[src/rtl/serial_adder.sv]
// -----------------------------------------------------------------------------
// serial_adder
//
// Bit-serial N-bit adder. A single full-adder bit cell (sum = a^b^c,
// carry = majority) is reused once per clock. The carry between bit
// positions is held in a register. Two operands and a carry-in are loaded on
// the edge that accepts start. Bits are then processed LSB first, one per
// clock, for N clocks. The assembled sum and carry-out are registered on the
// final bit edge.
//
// Ports
//   clk    in   1  rising-edge clock
//   rst_n  in   1  asynchronous active-low reset
//   start  in   1  begin an addition (accepted in IDLE or DONE)
//   a      in   N  operand A, sampled on the accepting edge only
//   b      in   N  operand B, sampled on the accepting edge only
//   ci     in   1  carry-in, sampled on the accepting edge only
//   busy   out  1  addition in progress
//   done   out  1  one-cycle pulse, s/co hold a fresh result
//   s      out  N  registered sum (holds until the next final bit edge)
//   co     out  1  registered carry-out
// -----------------------------------------------------------------------------
module serial_adder #(
  parameter int N = 8
) (
  input  logic         clk,
  input  logic         rst_n,
  input  logic         start,
  input  logic [N-1:0] a,
  input  logic [N-1:0] b,
  input  logic         ci,
  output logic         busy,
  output logic         done,
  output logic [N-1:0] s,
  output logic         co
);

  localparam int CW = $clog2(N) + 1;

  typedef enum logic [1:0] {
    IDLE = 2'd0,
    RUN  = 2'd1,
    DONE = 2'd2
  } state_t;

  state_t state, state_nxt;

  logic [N-1:0]  sa, sb, ps;
  logic          c;
  logic [CW-1:0] cnt;

  logic bit_sum, bit_carry, last_bit, accept;

  // The one full-adder cell, fed by the LSBs of the operand shifters and the
  // stored carry.
  assign bit_sum   = sa[0] ^ sb[0] ^ c;
  assign bit_carry = (sa[0] & sb[0]) | (sb[0] & c) | (sa[0] & c);

  // cnt counts completed RUN edges. The edge that sees N-1 processes the MSB.
  assign last_bit = (cnt == CW'(N - 1));

  // A new operation can start both from IDLE and from DONE. Accepting in DONE
  // gives back-to-back operation without an idle bubble.
  assign accept = start && ((state == IDLE) || (state == DONE));

  // NOTE: sequential state uses non-blocking (<=) so every register samples
  // pre-edge values; blocking here would make results depend on block order.
  always_ff @(posedge clk or negedge rst_n) begin
    if (!rst_n) state <= IDLE;
    else        state <= state_nxt;
  end

  // NOTE: next-state gets a default before the case so no path leaves it
  // unassigned, which would otherwise infer a latch.
  always_comb begin
    state_nxt = state;
    unique case (state)
      IDLE:    if (start) state_nxt = RUN;
      RUN:     if (last_bit) state_nxt = DONE;
      DONE:    state_nxt = start ? RUN : IDLE;
      default: state_nxt = IDLE;
    endcase
  end

  // NOTE: every datapath register, including the result, is reset. An
  // aborted operation must leave s/co at zero, not at stale data.
  always_ff @(posedge clk or negedge rst_n) begin
    if (!rst_n) begin
      sa  <= '0;
      sb  <= '0;
      ps  <= '0;
      c   <= 1'b0;
      cnt <= '0;
      s   <= '0;
      co  <= 1'b0;
    end else if (accept) begin
      sa  <= a;
      sb  <= b;
      c   <= ci;
      ps  <= '0;
      cnt <= '0;
    end else if (state == RUN) begin
      sa  <= {1'b0, sa[N-1:1]};
      sb  <= {1'b0, sb[N-1:1]};
      c   <= bit_carry;
      ps  <= {bit_sum, ps[N-1:1]};
      cnt <= cnt + CW'(1);
      // On the MSB edge, publish the result directly from the bit cell.
      // ps is one bit short at this point.
      if (last_bit) begin
        s  <= {bit_sum, ps[N-1:1]};
        co <= bit_carry;
      end
    end
  end

  assign busy = (state == RUN);
  assign done = (state == DONE);

endmodule

[config.mk]
export PLATFORM = sky130hd
export DESIGN_NAME = serial_adder
export DESIGN_NICKNAME = d
export VERILOG_FILES = /design/src/rtl/serial_adder.sv
export SDC_FILE = /design/constraint.sdc
export NUM_CORES = 1
export LEC_CHECK = 0
export BUFFER_PORTS_ARGS = -buffer_cell sky130_fd_sc_hd__buf_2
export CORE_MARGIN = 2
export CORE_UTILIZATION = 53
export CTS_CLUSTER_SIZE = 28
export DETAILED_ROUTE_END_ITERATION = 6
export PLACE_DENSITY = 0.74
export SYNTH_ARGS = -nofsm -noshare
export SYNTH_HDL_FRONTEND = slang
export SYNTH_SLANG_ARGS = --single-unit
[constraint.sdc]
create_clock -name clk -period 1.8 [get_ports clk]
set_clock_uncertainty 0.05 [all_clocks]
set_input_delay 0.36 -clock clk [delete_from_list [all_inputs] [get_ports clk]]
set_output_delay 0.36 -clock clk [all_outputs]
set_load 0.01 [all_outputs]
==> key figures <==
Setup path
  • Reg2reg start: cnt[0]
  • CP Buf/Inv Count: 2
  • Crit path largest cell delay: 390 ps
  • Worst setup EP type: primary output
  • FF-to-FF path depth: 5
  • Startpoint Class: register
  • Arrival time at the worst endpoint: 1310 ps
  • Slowest cell on the critical path: dfrtp_1
  • Largest delay contributor family on the critical path: flip-flops
  • Setup CP Type: reg -> out
  • CP Max Fanout: 14
  • FF-to-FF End: co
  • Reg2reg setup slack: 180 ps
  • Critical path, cell by cell: and2b_4 -> buf_8 -> buf_2
  • Critical Path RT: 1390 ps

STA
  • Worst hold slack: -7.28 ps
  • Final min period: 1720 ps
  • Final setup fails: 0
  • Slew Limit Fails: 0
  • Setup TNS: 0 ps
  • Worst relative slew slack: between 50% and 60%
  • Final Hold Viols: 11
  • Fin crit share: 95.5%
  • Highest Clock Rate: 582 MHz
  • RSZ-0062 raised after global routing: no
  • Slew @ Worst Pin: 624 ps

Floorplanning
  • IO Count: 31
  • # rows: 20
  • Initial Util: 54.4%
  • Core ar.: 0.00300 mm^2
  • Die area: 0.00354 mm^2
  • Die Ht: 59.5 um
  • DIE WIDTH: 59.5 um

Route
  • Total Wirelength: 2690 um
  • Starting DRT DRC Count: 20
  • Vias/cell: 5.47
  • Routed len/inst: roughly 14 um
  • Post-route ant nets: 0
  • Via count: 1,051
  • DRC viols: 0
  • TritonRoute pass-1 iters: 3

Outcome
  • Status: finished with violations
  • Failing checks: hold timing

Finish
  • Area Overhead vs Synth: 16.7%
  • N_diodes: 0
  • Final Util: about 64%
  • Share of cells above drive strength 1: between 30% and 40%
  • # fillers: 264
  • Final nets: 180

Synth
  • Asr flop ratio synth: 100%
  • Synth Area in XOR/XNOR: 0%
  • Post-synthesis compound-gate area fraction: between 10 and 15%
  • Post-synth design cell area: between 0.0015 and 0.002 mm^2
  • Yosys reg bits: 39
  • Mux share of post-synthesis cell area: 13.7%
  • EDFF count, synth: 0
  • Main combinational cell family by area after synthesis: compound AO/OA/AOI/OAI gates
  • YS warnings: 0
  • Post-Synth Adder-Cell Area: 1.99%
  • Simple-Gate Fraction of Synth Area: 6.51%
  • Synth Flop Type: dfrtp_1
  • Post-Syn Area per Cell: 13.2 um^2
  • Register area share after synthesis: 59.7%
  • Post-synthesis cell type count: 22
  • Mapped Cells: 124
  • Syn nets: between 100 and 150

CTS
  • H-tree levels: 2
  • Post CTS Setup Buffer Count: 0
  • CTS Buffer Depth: 2
  • Clock Root Buffer: clkbuf_4
  • Skew-Pair Late Insertion Delay: 340 ps
  • CTS resizes: 0
  • Num CTS Buffers: 5
  • Clock transition at path regs: 110 ps
  • Clock sinks: 39
  • CTS Hold Bufs: 0
  • TritonCTS clock tree: done

Global route
  • Number of global-route vias before repair: 1,078
  • Global-route wire length before repair: 4720 um
  • Antenna violations before repair: 0
  • Grt ovf: 0
  • Largest net degree at the start of global routing: 40
  • Global Route Usage Sum: 18.9%

Worst hold path
  • Hold Crit Class: in -> async

Placed design
  • Routability cong.: 0.722
  • PortBufs: 30
  • Final HPWL DP: 1850 um

Flow run
  • Max Cap Violations: 0

Power
  • VDD IR max: 721 uV
  • Leak: roughly 1.0 nW
  • Pwr dens: between 1500 and 2000 mW/mm^2
routing by layer:
layer	up-vias	wire [um]	global-route usage (%)
met4	0	46	7.62
met2	26	1310	30.8
met1	507	1160	21.4
met5	-	0	0
li1	513	-	-
met3	5	170	8.95
area by class of cell:
cell class                      instances  area [um^2]  share of cell area [%]
Clock buffer                            6         51.3                    2.69
Clock inverter                          2         35.0                    1.84
Multi-Input combinational cell         77          608                    31.9
Sequential cell                        39          976                    51.2
Tap cell                               33         41.3                    2.17
Timing Repair Buffer                   35          195                    10.2
worst register-to-register path: stages, from the launching register on:
cell	delay (ps)
dfrtp_1	400
ha_1	200
nand2_1	100
nor3b_2	180
buf_4	210
mux2_1	350
where the power goes:
part           leakage [nW]  switching, W  total (W)  internal (W)
Combinational         0.459      0.000604    0.00128      0.000677
Sequential            0.497      0.000232    0.00148       0.00125
Clock                0.0482      0.000272   0.000600      0.000328
kinds of logic (layout without fill, tap and decap cells):
kind of cell / count (synthesis) / in the layout
buffers and inverters: 8 / 43
AO/OA/AOI/OAI: 33 / 33
AND/OR/NAND/NOR: 21 / 21
flip-flops: 39 / 39
multiplexers: 21 / 21
adder cells (fa/ha/maj): 2 / 2
worst max-delay path by stage:
stage | startpoint | end | depth (start not counted)
after floorplan | cnt[0] | s[7] | 5
after global placement | cnt[0] | s[0] | 5
after detailed placement | cnt[0] | co | 5
after CTS | state[1] | busy | 3
after global routing | state[1] | busy | 3
final | state[1] | busy | 3
cell usage in the layout, fill, tap and decap left out, drive strengths merged, types with 2 or more instances in the layout:
| cell type | synthesis | routed |
|---|---|---|
| a21o | 7 | 7 |
| a22o | 16 | 16 |
| buf | 7 | 35 |
| clkbuf | 1 | 6 |
| dfrtp | 39 | 39 |
| mux2 | 11 | 11 |
| mux2i | 10 | 10 |
| nand2 | 14 | 14 |
| nor2b | 2 | 2 |
| o21ai | 9 | 9 |
stage by stage:
stage | hold slack [ps] | total power, W | cell area [um^2] | std cells | setup slack (ps)
global placement | 378 | 0.00270 | 1810 | 184 | 283
finish | -7.28 | 0.00336 | 1910 | 192 | 80.7
CTS | 1.72 | 0.00338 | 1900 | 192 | 3.50
floorplan | 14.4 | 0.00245 | 1630 | 124 | 381
global route | 8.58 | 0.00363 | 1910 | 192 | 11.5
detailed placement | 386 | 0.00278 | 1810 | 184 | 224
Yosys cell counts, types with 2 or more instances:
| master | instances | area, um^2 |
|---|---|---|
| dfrtp_1 | 39 | 976 |
| a22o_1 | 16 | 140 |
| nand2_1 | 14 | 52.6 |
| mux2i_1 | 10 | 100 |
| mux2_1 | 9 | 101 |
| o21ai_1 | 8 | 40.0 |
| a21o_1 | 7 | 52.6 |
| buf_2 | 3 | 15.0 |
| buf_4 | 3 | 22.5 |
| mux2_2 | 2 | 22.5 |
| nor2b_1 | 2 | 12.5 |
registers in the layout, indices dropped and copies added, names as in the netlist:
signal and flops:
c 1, cnt 4, sa 8, co 1
s 8, ps 7, sb 8, state 2
Power figures use the tool's default switching activity.
